--- src/rtl/sha2_add_pkg.sv ---
// Shared widths and carry-save tree sizing for the SHA-2 multi-operand adder.
package sha2_add_pkg;

    localparam int WORD_W       = 64;
    localparam int LANE_W       = 32;
    localparam int MAX_OPERANDS = 8;

    // Rows left after one 3:2 level: each full triple becomes two rows, leftovers pass through.
    function automatic int csa_next_rows(input int rows);
        return (rows / 3) * 2 + (rows % 3);
    endfunction

    // Number of 3:2 levels needed to bring num_operands rows down to two (4 for 8 operands).
    function automatic int csa_levels(input int num_operands);
        int rows;
        int levels;
        rows   = num_operands;
        levels = 0;
        for (int i = 0; i < MAX_OPERANDS; i++) begin
            if (rows > 2) begin
                rows   = csa_next_rows(rows);
                levels = levels + 1;
            end
        end
        return levels;
    endfunction

endpackage

--- src/rtl/csa_tree_mod.sv ---
// Combinational carry-save tree: reduces NUM_OPERANDS words to a sum/carry pair.
// Every compressor drops the carry out of the top bit (modulo 2^WORD_W) and, in
// dual-lane mode, also drops the carry that would cross from the low lane into
// bit LANE_W, so each 32-bit lane reduces independently.
module csa_tree_mod #(
    parameter int NUM_OPERANDS = 5,
    parameter int WORD_W       = sha2_add_pkg::WORD_W
) (
    input  logic                           mode64_i,
    input  logic [WORD_W*NUM_OPERANDS-1:0] ops_i,
    output logic [WORD_W-1:0]              s_o,
    output logic [WORD_W-1:0]              c_o
);
    import sha2_add_pkg::*;

    localparam int LEVELS = csa_levels(NUM_OPERANDS);

    // Lane-aware 3:2 compressor.
    function automatic void compress_3_2(
        input  logic [WORD_W-1:0] a,
        input  logic [WORD_W-1:0] b,
        input  logic [WORD_W-1:0] c,
        input  logic              mode64,
        output logic [WORD_W-1:0] sum,
        output logic [WORD_W-1:0] carry
    );
        sum   = a ^ b ^ c;
        carry = ((a & b) | (a & c) | (b & c)) << 1;
        if (!mode64) begin
            carry[LANE_W] = 1'b0;
        end
    endfunction

    // Level-by-level reduction; row counts per level are fixed by NUM_OPERANDS,
    // so the loops unroll into a static tree.
    // NOTE: every variable here is fully assigned before it is read on each
    // evaluation, so the block stays purely combinational with no latches.
    always_comb begin
        logic [WORD_W-1:0] rows [NUM_OPERANDS];
        logic [WORD_W-1:0] nxt  [NUM_OPERANDS];
        int                n_rows;
        int                n_groups;

        n_rows   = NUM_OPERANDS;
        n_groups = 0;
        for (int k = 0; k < NUM_OPERANDS; k++) begin
            rows[k] = ops_i[k*WORD_W +: WORD_W];
            nxt[k]  = '0;
        end

        for (int lvl = 0; lvl < LEVELS; lvl++) begin
            n_groups = n_rows / 3;
            for (int k = 0; k < NUM_OPERANDS; k++) begin
                nxt[k] = '0;
            end
            for (int g = 0; g < NUM_OPERANDS / 3; g++) begin
                if (g < n_groups) begin
                    compress_3_2(rows[3*g], rows[3*g+1], rows[3*g+2], mode64_i,
                                 nxt[2*g], nxt[2*g+1]);
                end
            end
            // Leftover rows (fewer than three) pass straight to the next level.
            for (int k = 0; k < NUM_OPERANDS; k++) begin
                if (k >= 3 * n_groups && k < n_rows) begin
                    nxt[k - n_groups] = rows[k];
                end
            end
            n_rows = 2 * n_groups + (n_rows % 3);
            rows   = nxt;
        end

        s_o = rows[0];
        c_o = rows[1];
    end

endmodule

--- src/rtl/add_multi_operand_pipe.sv ---
// Three-stage multi-operand modular adder for the SHA-2 datapath.
// S1 compresses the operands with a carry-save tree, S2 adds the low 32 bits,
// S3 adds the high 32 bits plus the (mode-gated) low-lane carry. A single
// advance enable stalls the whole pipe when the output is held; bubbles stay
// in place. Legal NUM_OPERANDS range is 2..8.
module add_multi_operand_pipe
    import sha2_add_pkg::*;
#(
    parameter int NUM_OPERANDS = 5,
    parameter int USER_W       = 8
) (
    input  logic                           clk,
    input  logic                           rst,
    input  logic                           in_valid,
    output logic                           in_ready,
    input  logic                           in_mode64,
    input  logic [WORD_W*NUM_OPERANDS-1:0] in_ops,
    input  logic [USER_W-1:0]              in_user,
    output logic                           out_valid,
    input  logic                           out_ready,
    output logic [WORD_W-1:0]              out_sum,
    output logic                           out_mode64,
    output logic [USER_W-1:0]              out_user
);

    logic en;

    // Stage 1 registers: carry-save pair plus transaction tags.
    logic              v1_q;
    logic [WORD_W-1:0] s1_s_q, s1_c_q;
    logic [WORD_W-1:0] s1_s_d, s1_c_d;
    logic              s1_mode_q;
    logic [USER_W-1:0] s1_user_q;

    // Stage 2 registers: finished low lane, gated carry, untouched high halves.
    logic              v2_q;
    logic [LANE_W-1:0] s2_lo_q, s2_lo_d;
    logic              s2_c32_q, s2_c32_d;
    logic [LANE_W-1:0] s2_shi_q, s2_chi_q;
    logic              s2_mode_q;
    logic [USER_W-1:0] s2_user_q;

    // Stage 3 registers drive the outputs directly.
    logic              v3_q;
    logic [LANE_W-1:0] s3_hi_d;
    logic [WORD_W-1:0] out_sum_q;
    logic              out_mode_q;
    logic [USER_W-1:0] out_user_q;

    assign en         = !v3_q || out_ready;
    assign in_ready   = en;
    assign out_valid  = v3_q;
    assign out_sum    = out_sum_q;
    assign out_mode64 = out_mode_q;
    assign out_user   = out_user_q;

    csa_tree_mod #(
        .NUM_OPERANDS (NUM_OPERANDS),
        .WORD_W       (WORD_W)
    ) u_csa_tree (
        .mode64_i (in_mode64),
        .ops_i    (in_ops),
        .s_o      (s1_s_d),
        .c_o      (s1_c_d)
    );

    // Low-lane add and high-lane add; the low carry only crosses in 64-bit mode.
    always_comb begin
        logic [LANE_W:0] lo_sum;
        lo_sum   = {1'b0, s1_s_q[LANE_W-1:0]} + {1'b0, s1_c_q[LANE_W-1:0]};
        s2_lo_d  = lo_sum[LANE_W-1:0];
        s2_c32_d = lo_sum[LANE_W] & s1_mode_q;
        s3_hi_d  = s2_shi_q + s2_chi_q + {{(LANE_W-1){1'b0}}, s2_c32_q};
    end

    // Stage 1: capture the compressed operands whenever the pipe advances.
    // NOTE: sequential state is written with non-blocking assignments so every
    // stage samples the previous stage's value from before the clock edge.
    always_ff @(posedge clk or negedge rst) begin
        if (!rst) begin
            v1_q      <= 1'b0;
            s1_s_q    <= '0;
            s1_c_q    <= '0;
            s1_mode_q <= 1'b0;
            s1_user_q <= '0;
        end else if (en) begin
            v1_q      <= in_valid;
            s1_s_q    <= s1_s_d;
            s1_c_q    <= s1_c_d;
            s1_mode_q <= in_mode64;
            s1_user_q <= in_user;
        end
    end

    // Stage 2: low 32-bit carry-propagate add.
    // NOTE: data flops are reset along with the valid bits so the outputs and
    // internal state are deterministic right after reset, not just the valids.
    always_ff @(posedge clk or negedge rst) begin
        if (!rst) begin
            v2_q      <= 1'b0;
            s2_lo_q   <= '0;
            s2_c32_q  <= 1'b0;
            s2_shi_q  <= '0;
            s2_chi_q  <= '0;
            s2_mode_q <= 1'b0;
            s2_user_q <= '0;
        end else if (en) begin
            v2_q      <= v1_q;
            s2_lo_q   <= s2_lo_d;
            s2_c32_q  <= s2_c32_d;
            s2_shi_q  <= s1_s_q[WORD_W-1:LANE_W];
            s2_chi_q  <= s1_c_q[WORD_W-1:LANE_W];
            s2_mode_q <= s1_mode_q;
            s2_user_q <= s1_user_q;
        end
    end

    // Stage 3: high 32-bit add and output register.
    always_ff @(posedge clk or negedge rst) begin
        if (!rst) begin
            v3_q       <= 1'b0;
            out_sum_q  <= '0;
            out_mode_q <= 1'b0;
            out_user_q <= '0;
        end else if (en) begin
            v3_q       <= v2_q;
            out_sum_q  <= {s3_hi_d, s2_lo_q};
            out_mode_q <= s2_mode_q;
            out_user_q <= s2_user_q;
        end
    end

endmodule

--- config.mk ---
export PLATFORM = sky130hd
export DESIGN_NAME = add_multi_operand_pipe
export DESIGN_NICKNAME = d
export VERILOG_FILES = /design/src/rtl/sha2_add_pkg.sv /design/src/rtl/csa_tree_mod.sv /design/src/rtl/add_multi_operand_pipe.sv
export SDC_FILE = /design/constraint.sdc
export NUM_CORES = 1
export LEC_CHECK = 0
export CAP_MARGIN = 0
export CORE_ASPECT_RATIO = 0.9
export CORE_MARGIN = 2
export CORE_UTILIZATION = 35
export CTS_CLUSTER_SIZE = 8
export DETAILED_ROUTE_END_ITERATION = 7
export PLACE_DENSITY_LB_ADDON = 0.1
export SYNTH_ARGS = -nofsm -noshare
export SYNTH_HDL_FRONTEND = slang
export SYNTH_SLANG_ARGS = --single-unit
--- constraint.sdc ---
create_clock -name clk -period 3.8 [get_ports clk]
set_clock_uncertainty 0.05 [all_clocks]
set_input_delay 0.57 -clock clk [delete_from_list [all_inputs] [get_ports clk]]
set_output_delay 0.57 -clock clk [all_outputs]
set_load 0.01 [all_outputs]
==> metrics.txt <==
routed len/inst 15.1 um; Filler Cells Inserted between 5,000 and 6,000; multi-input logic area between 0.01 and 0.015 mm^2; Pint 11,200 uW; overall routed net length 45,400 um; Initial DRC Count between 600 and 700; diodes inserted 0; CTS tree yes; Compound-Gate Fraction of Synth Area roughly 8.3%; GPL Wtd Cong slightly above 0.8; top cells by count, synth nand2_1, dfrtp_1, fa_1; Final min period around 3.5 ns; Root Buffer clkbuf_16; ys async rst share between 90% and 100%; FF-to-FF End out_sum[62]; leakage power around 0.011 uW; drt via density 4.72; EDFF count, synth 0; XOR/XNOR share of the synthesized area under 10%; total congestion overflow 0; Reg2Reg Depth 12; Tightest Pin Transition roughly 0.84 ns; FF-to-FF setup slack roughly 0.33 ns; Final period util 91.2%; sequential fraction of design power 31.4%; # IOs roughly 410; Residual DRC 0; register area share after synthesis 42.3%; CP endpoint kind flip-flop; GRT Overall Usage about 17%; most frequent cell after synthesis nand2_1; Rel. slew slack between 40% and 50%; Synth cell types 63; Routed Antenna Nets 0; die height 224 um; Synth Area per Inst slightly below 10 um^2; Yosys top cell area share 42.3%; htree depth 2; Syn Std Cell Area ~0.019 mm^2; Via Count 14,217; nets slightly below 3,000; cts-stage hold buffer count 0; failing checks hold timing; WS Path Type flip-flop to flip-flop; power per cell area between 700 and 800 mW/mm^2; first-pass GRT wire length between 70,000 and 80,000 um; max_cap viols 0; antenna violations before repair 1; final slew viol count 0; # setup viols final 0; clock share of power a little under a fifth; Hold WC Path Type input pin to async pin; Synth Instances just under 2,000; pin count of the biggest net entering global routing about 150; fraction of layout cells with a size suffix above 1 around 3.5%; Fmax slightly below 0.3 GHz; Die Wd approximately 250 um; Core Rows 80; area occupied by registers roughly 0.0080 mm^2; CP arrival ~3.8 ns; Reg-to-Reg Start s2_c32_q; CTS resizes 0; largest family of logic cells by synthesized area adder cells; clk sinks roughly 320; Setup TNS 0 ns; TritonRoute pass-1 iters 5; Final Hold Fails 1; Core ar. between 0.05 and 0.06 mm^2; Synth Flop Type dfrtp_1; Num CTS Buffers 45; WP data required roughly 4.1 ns; crit path launch type flip-flop; synthesis-to-layout area growth 31.7%; status finished with violations; Mapped Nets roughly 2,500; Reg clk slew, reported paths ~0.050 ns; NetSw ~7500 uW; unrepaired setup endpoints after global routing no; Logic pwr share ~50%; synth top area cells dfrtp_1, fa_1, nand2_1; Switching Share roughly two fifths; Initial Utilization between 30% and 40%; Detailed Place HPWL 33,900 um; number of setup buffers added after CTS 0; Power Total between 15,000 and 20,000 uW; Synth Register Bits 318; critical-path maximum fanout 4; Synth Area in Adders roughly a quarter; Syn. warnings 0; worst skew pair latency approximately 0.55 ns; worst ir drop on vdd roughly 0.35 mV; cell accounting for the most synthesized area dfrtp_1; Synth Area in Simple Gates ~20%; vias in the first global route 15,231; die area about 0.056 mm^2; maximum buffer depth of the clock tree 3; mux cell area share after synthesis less than 1%; Fin Hold WS -0.00731 ns; PortBufs between 400 and 500
==> flip-flops by register name, summed over array words and instances, names as in the netlist <==
name,flops
v2_q,1
s2_mode_q,1
s2_lo_q,32
s2_c32_q,1
s1_user_q,8
out_valid,1
s2_shi_q,32
s1_c_q,63
s1_s_q,64
out_user,8
out_mode64,1
s2_chi_q,32
s1_mode_q,1
s2_user_q,8
out_sum,64
v1_q,1
==> cell families after synthesis <==
logic type | after synthesis
XOR/XNOR | 56
buffers and inverters | 104
multiplexers | 1
AO/OA/AOI/OAI | 237
adder cells (fa/ha/maj) | 253
AND/OR/NAND/NOR | 961
flip-flops | 318
==> layout by cell type (no fill, tap or decap), drive strengths merged, types with 3 or more instances in the layout <==
| cell type | netlist | layout |
|---|---|---|
| nor3b | 3 | 3 |
| a21o | 33 | 33 |
| buf | 7 | 14 |
| ha | 63 | 63 |
| o21ai | 43 | 43 |
| nand3 | 19 | 19 |
| nand2b | 5 | 5 |
| a31oi | 4 | 4 |
| nor3 | 8 | 8 |
| o21bai | 8 | 8 |
| xnor2 | 32 | 32 |
| clkbuf | 78 | 47 |
| o31ai | 12 | 12 |
| nand4 | 8 | 8 |
| inv | 18 | 19 |
| a41oi | 5 | 5 |
| dfrtp | 318 | 318 |
| nor2b | 9 | 9 |
| a21oi | 92 | 92 |
| a211oi | 9 | 9 |
| nor2 | 78 | 78 |
| nand2 | 816 | 816 |
| o21a | 9 | 9 |
| xor2 | 24 | 24 |
| o41ai | 3 | 3 |
| and2 | 5 | 5 |
| fa | 190 | 190 |
| clkdlybuf4s50 | 0 | 406 |
==> cell type report <==
type                            count  area share [%]
Timing Repair Buffer              420            17.2
Sequential cell                   318            32.2
Inverter                           19           0.319
Multi-Input combinational cell   1508            42.2
Tap cell                          697            3.52
Clock buffer                       47            4.58
==> worst max-delay path, stage by stage, from the launching register on <==
cell      delay (ns)
dfrtp_1         0.39
fa_1            0.47
fa_1            0.44
a211oi_1        0.47
nor4_4          0.10
o41ai_2         0.32
buf_4           0.19
o31ai_4         0.08
a21oi_1         0.23
o21ai_0         0.12
a21oi_1         0.22
xor2_1          0.15
o21ai_0         0.08
==> routing by layer <==
layer | vias up | track usage, % | share of wire (%)
met1 | 6896 | 23.6 | 46
met3 | 65 | 3.59 | 6.4
met2 | 314 | 26.2 | 45
li1 | 6940 | - | -
met5 | - | 0 | 0.031
met4 | 2 | 4.78 | 2.2
==> power by group through the flow <==
stage / logic (uW) / clock network, uW / registers, uW
6_report: 9390 / 3450 / 5870
5_1_grt: 10700 / 3710 / 6080
4_1_cts: 9520 / 3590 / 5900
3_5_place_dp: 9460 / 0 / 5940
3_3_place_gp: 9340 / 0 / 5900
2_1_floorplan: 6180 / 0 / 5870
==> per-stage QoR <==
stage / cell area, um^2 / worst slack (ns) / cells / util, % / hold WS, ns
3_3_place_gp: 23600 / 0.334 / 2962 / 44.5 / 0.394
2_1_floorplan: 18800 / 0.575 / 1930 / - / 0.224
6_report: 24700 / 0.333 / 3009 / 46.6 / -0.00731
4_1_cts: 24700 / 0.283 / 3009 / 46.6 / 0.0102
5_1_grt: 24700 / 0.0582 / 3009 / 46.6 / 0.0343
3_5_place_dp: 23600 / 0.312 / 2962 / 44.5 / 0.399
==> worst max path at each step <==
| stage | slack, ns | start | to | depth (start not counted) |
|---|---|---|---|---|
| final | 0.33 | s2_c32_q | out_sum[62] | 12 |
| after global routing | 0.06 | s2_c32_q | out_sum[62] | 12 |
| after CTS | 0.28 | s2_c32_q | out_sum[62] | 12 |
| after detailed placement | 0.31 | s2_c32_q | out_sum[62] | 12 |
| after global placement | 0.33 | s2_c32_q | out_sum[62] | 12 |
| after floorplan | 0.58 | s2_c32_q | out_sum[48] | 10 |
No activity file was read; power rests on OpenSTA's default activity.
==> edit 1 (config.mk and constraints unchanged) <==
Register the input `in_mode64` before use, without a reset. The logic sees it one clock later. The other inputs are not delayed to match.
--- a/src/rtl/add_multi_operand_pipe.sv
+++ b/src/rtl/add_multi_operand_pipe.sv
@@ -22,6 +22,12 @@
     output logic                           out_mode64,
     output logic [USER_W-1:0]              out_user
 );
+
+    logic in_mode64_q;
+
+    always_ff @(posedge clk) begin
+        in_mode64_q <= in_mode64;
+    end
 
     logic en;
 
@@ -58,7 +64,7 @@
         .NUM_OPERANDS (NUM_OPERANDS),
         .WORD_W       (WORD_W)
     ) u_csa_tree (
-        .mode64_i (in_mode64),
+        .mode64_i (in_mode64_q),
         .ops_i    (in_ops),
         .s_o      (s1_s_d),
         .c_o      (s1_c_d)
@@ -87,7 +93,7 @@
             v1_q      <= in_valid;
             s1_s_q    <= s1_s_d;
             s1_c_q    <= s1_c_d;
-            s1_mode_q <= in_mode64;
+            s1_mode_q <= in_mode64_q;
             s1_user_q <= in_user;
         end
     end
Behaviour: not the same (a bounded check fails within 4 cycles, from zero or initial values and one cycle with rst low).
==> edit 1 against the unedited design <==
- the flow still finishes with violations (hold timing)
- area after synthesis up 0.54%
- sequential cell count up 1
- combinational power decreased by 0.5%
- setup slack gained 0.13 ns
- power rose by 1.2%
- global-route usage is 0.36 points higher
- non-clock buffer count unchanged
- wire length grew 2.6%
- hold slack better by 0.0029 ns
- cell area rose by 0.86%
- critical path type unchanged
- largest power group unchanged
- highest routed layer is now met4
==> edit 1: results (changes against the unedited design) <==
outcome=finished, violations left (unchanged); Clock Tree Root=clkbuf_16 (unchanged); failing checks=hold timing (unchanged); Synth Area in Adders=0.2431 (was 0.2444); met1 Use GR=0.2458 (was 0.2355); M1 WL=21880 um (was 21090 um); post-synthesis sequential area ratio=0.4223 (was 0.4235); cells taking the most area after synthesis=dfrtp_1 (42%), fa_1 (20%), nand2_1 (16%) (unchanged); DP HPWL=34960 um (was 33920 um); syn nets=2537 (was 2516); clk pwr=3700 uW (was 3450 uW); GPL Wtd Cong=0.8287 (was 0.8197); synthesized-area fraction occupied by xor and xnor cells=0.02457 (was 0.02610); largest net degree at the start of global routing=191 (was 154); post-synthesis compound-gate area fraction=0.08318 (was 0.08290); worst r2r path cells=11 (was 12); WHS=-0.004434 ns (was -0.007306 ns); first-pass GRT wire length=78430 um (was 75960 um); Via density=4.773 (was 4.725); leakage=0.01159 uW (was 0.01140 uW); WL final=46590 um (was 45410 um); Final nets=2920 (was 2898); Mean Syn Cell Area=9.683 um2 (was 9.736 um2); GRT Total Usage=0.1715 (was 0.1678); Fin. Hold Viols=1 (unchanged); uppermost layer routed=met4 (was met5); P_comb=9340 uW (was 9390 uW); Pwr Total=18940 uW (was 18710 uW); number of DRC markers in iteration 0=763 (was 685); pre-CTS setup slack=0.4981 ns (was 0.3116 ns); CP arrival=3.76 ns (was 3.81 ns); met2 wire length=21500 um (was 20370 um); met3 Use GR=0.03171 (was 0.03594); Worst-Margin Slew=0.9254 ns (was 0.8439 ns); dpl cell area=0.02368 mm2 (was 0.02361 mm2); share of post-route cells with drive strength above 1=0.03196 (was 0.03460); met2 Usage GRT=0.2700 (was 0.2616); placed insts=2983 (was 2962); DR WL/cell=15.30 um (was 15.09 um); Cell Int Power=11430 uW (was 11210 uW); async set-reset flop share out of synthesis=0.9969 (was 1.000); synth cell count leaders=nand2_1 (818), dfrtp_1 (318), fa_1 (190) (was nand2_1 (816), dfrtp_1 (318), fa_1 (190))
-- edit 1: critical path: cells and delay by family, from the launching register on --
family          cells  cell delay (ns)
mux                 1             0.33
compound gates      8             1.59
fa+ha+maj           2             0.89
flops               1             0.40
-- edit 1: final cells by class --
class                      instances  area (um2)
clock inverter                     1       8.758
timing repair buffer             420        4227
inverter                          22       90.09
multi-input combinational       1525       10510
sequential                       319        7978
fill                            5075       28200
clock buffer                      60        1267
tap                              697       872.1
-- edit 1: final timing paths --
path,start,endpoint,slack (ns)
max,s2_c32_q$_DFFE_PN0P_,out_sum[56]$_DFFE_PN0P_,0.46
min,rst,s1_s_q[55]$_DFFE_PN0P_,-0.004
max reg2reg,s2_c32_q$_DFFE_PN0P_,out_sum[56]$_DFFE_PN0P_,0.46
min reg2reg,out_sum[2]$_DFFE_PN0P_,out_sum[2]$_DFFE_PN0P_,0.41
max in group asynchronous,rst,s2_chi_q[1]$_DFFE_PN0P_,2.65
min in group clk,in_mode64,in_mode64_q$_DFF_P_,0.41
==> edit 2 (same flow settings) <==
Without the edit above. Reset style: synchronous (`rst`), changed in 3 clocked blocks.
--- a/src/rtl/add_multi_operand_pipe.sv
+++ b/src/rtl/add_multi_operand_pipe.sv
@@ -76,7 +76,7 @@
     // Stage 1: capture the compressed operands whenever the pipe advances.
     // NOTE: sequential state is written with non-blocking assignments so every
     // stage samples the previous stage's value from before the clock edge.
-    always_ff @(posedge clk or negedge rst) begin
+    always_ff @(posedge clk) begin
         if (!rst) begin
             v1_q      <= 1'b0;
             s1_s_q    <= '0;
@@ -95,7 +95,7 @@
     // Stage 2: low 32-bit carry-propagate add.
     // NOTE: data flops are reset along with the valid bits so the outputs and
     // internal state are deterministic right after reset, not just the valids.
-    always_ff @(posedge clk or negedge rst) begin
+    always_ff @(posedge clk) begin
         if (!rst) begin
             v2_q      <= 1'b0;
             s2_lo_q   <= '0;
@@ -116,7 +116,7 @@
     end
 
     // Stage 3: high 32-bit add and output register.
-    always_ff @(posedge clk or negedge rst) begin
+    always_ff @(posedge clk) begin
         if (!rst) begin
             v3_q       <= 1'b0;
             out_sum_q  <= '0;
Behaviour: differs if rst is asserted again (counterexample within 4 cycles, from zero or initial values and one cycle with rst low); with rst held inactive, the same outputs for 4 cycles.
==> edit 2 against the unedited design <==
- setup slack better by 0.014 ns
- wire length hardly changed
- cell count is 0.90% higher
- sequential cell count stayed put
- cell area is 4.9% lower
- area after synthesis is 5.8% lower
- via count is 3.6% higher
- synthesized cell count is 3.5% higher
- critical endpoint is now out_sum[56]$_SDFFE_PN0P_
- highest routed layer is now met4
Power is not compared: it rests on default switching activity, and its combinational part moved more than twofold at a synthesized area within 25%.
==> edit 2: results (changes against the unedited design) <==
outcome=completed (was finished, violations left); Critical Path Fanout Max=3 (was 4); Critical Path Sink=out_sum[56]$_SDFFE_PN0P_ (was out_sum[62]$_DFFE_PN0P_); number of DRC markers in iteration 0=654 (was 685); dpl cell area=0.02234 mm2 (was 0.02361 mm2); async set-reset flop share out of synthesis=0 (was 1.000); pre-CTS setup slack=0.3657 ns (was 0.3116 ns); Fin. Hold Viols=0 (was 1); clock buffer depth=3 (unchanged); Clock Tree Root=clkbuf_16 (unchanged); setup_tns=0 ns (unchanged); worst reg2reg startpoint=s2_c32_q$_SDFFE_PN0P_ (was s2_c32_q$_DFFE_PN0P_); initial antenna violation count=2 (was 1); CP Class=flop to flop (unchanged); CTS Buf Count=45 (unchanged); R2R setup slack=0.35 ns; largest net degree at the start of global routing=147 (was 154); GPL Wtd Cong=0.8251 (was 0.8197); Min-Delay Path Depth=2; post-synthesis sequential area ratio=0.3595 (was 0.4235); worst r2r path cells=11 (was 12); CP arrival=3.83 ns (was 3.81 ns); Post CTS Setup Buffer Count=0 (unchanged); DP HPWL=33460 um (was 33920 um); CP max stage delay=0.47 ns (about the same); first-pass GRT wire length=74060 um (was 75960 um); min-delay src=s2_lo_q[15]$_SDFFE_PN0P_; syn nets=2584 (was 2516); mux contribution to synthesized area=0.0006359 (was 0.0005993); post-synth cell types=52 (was 63); worst skew pair latency=0.56 ns; post-synthesis compound-gate area fraction=0.1557 (was 0.08290); DRT Pass-1 Iters=5 (unchanged); Synth Area in Adders=0.2593 (was 0.2444); synth cell count leaders=nand2_1 (617), a21oi_1 (346), dfxtp_1 (318) (was nand2_1 (816), dfrtp_1 (318), fa_1 (190)); share of post-route cells with drive strength above 1=0.03016 (was 0.03460); cells taking the most area after synthesis=dfxtp_1 (36%), fa_1 (21%), nand2_1 (13%) (was dfrtp_1 (42%), fa_1 (20%), nand2_1 (16%)); Via density=4.853 (was 4.725); clock transition at the registers of the reported paths=0.05 ns (about the same); crit share post-route=0.9087 (was 0.9125); Final nets=2937 (was 2898); DR WL/cell=14.95 um (was 15.09 um); Hold WC Path Type=flop to flop (was primary input to asynchronous set/reset pin); slew margin rel.=0.3586 (was 0.4374); highest-delay cell along the critical path=fa_1 (unchanged); leakage=0.009328 uW; prevailing post-synth register cell=dfxtp_1 (was dfrtp_1); GRT Total Usage=0.1727 (was 0.1678); synthesized-area fraction occupied by xor and xnor cells=0.02671 (was 0.02610)
==> edit 2: changes by cell type in the layout (fill, tap and decap cells not counted), moves of 8 or more <==
cell,change
dfxtp_1,+318
a21o_1,-11
and3_1,+11
inv_1,+8
nand3_1,+12
nand2_1,-199
dfrtp_1,-318
a21oi_1,+254
nor2_1,-41
==> edit 2: cell type report <==
cell class,instances,area (um2)
inverters,28,120.1
clock inverters,1,8.758
clock buffers,49,1184
fillers,4908,26630
multi-input cells,1540,10820
well taps,680,850.8
diodes,2,5.005
flip-flops and latches,318,6366
repair buffers,418,4177
==> edit 2: metrics by stage <==
| stage | total power, uW | hold WS [ns] | cells | utilization |
|---|---|---|---|---|
| 3_3_place_gp | 7721 | 0.3880 | 2984 | 0.4453 |
| 5_1_grt | 12020 | 0.4118 | 3035 | 0.4691 |
| 6_report | 11200 | 0.3967 | 3036 | 0.4692 |
| 3_5_place_dp | 7754 | 0.3933 | 2984 | 0.4453 |
| 2_1_floorplan | 6401 | 0.3821 | 1998 | - |
| 4_1_cts | 11400 | 0.4003 | 3034 | 0.4691 |
==> edit 2: metal layers <==
| metal | track usage | wire (um) | part of all wire | vias up |
|---|---|---|---|---|
| met5 | 0 | 0 | 0 | - |
| met4 | 0.04630 | 845 | 0.019 | 0 |
| met3 | 0.04173 | 3213 | 0.071 | 53 |
| met2 | 0.2770 | 20670 | 0.46 | 363 |
| met1 | 0.2324 | 20670 | 0.46 | 6987 |
| li1 | - | - | - | 7332 |
==> edit 2: where the power goes <==
| group | leakage (uW) | switching (uW) | total, uW | internal (uW) |
|---|---|---|---|---|
| clock network | 0.000586 | 1390 | 3550 | 2160 |
| registers | 0.00263 | 318 | 4250 | 3940 |
| logic | 0.00612 | 1740 | 3400 | 1660 |
| total | 0.00933 | 3440 | 11200 | 7750 |
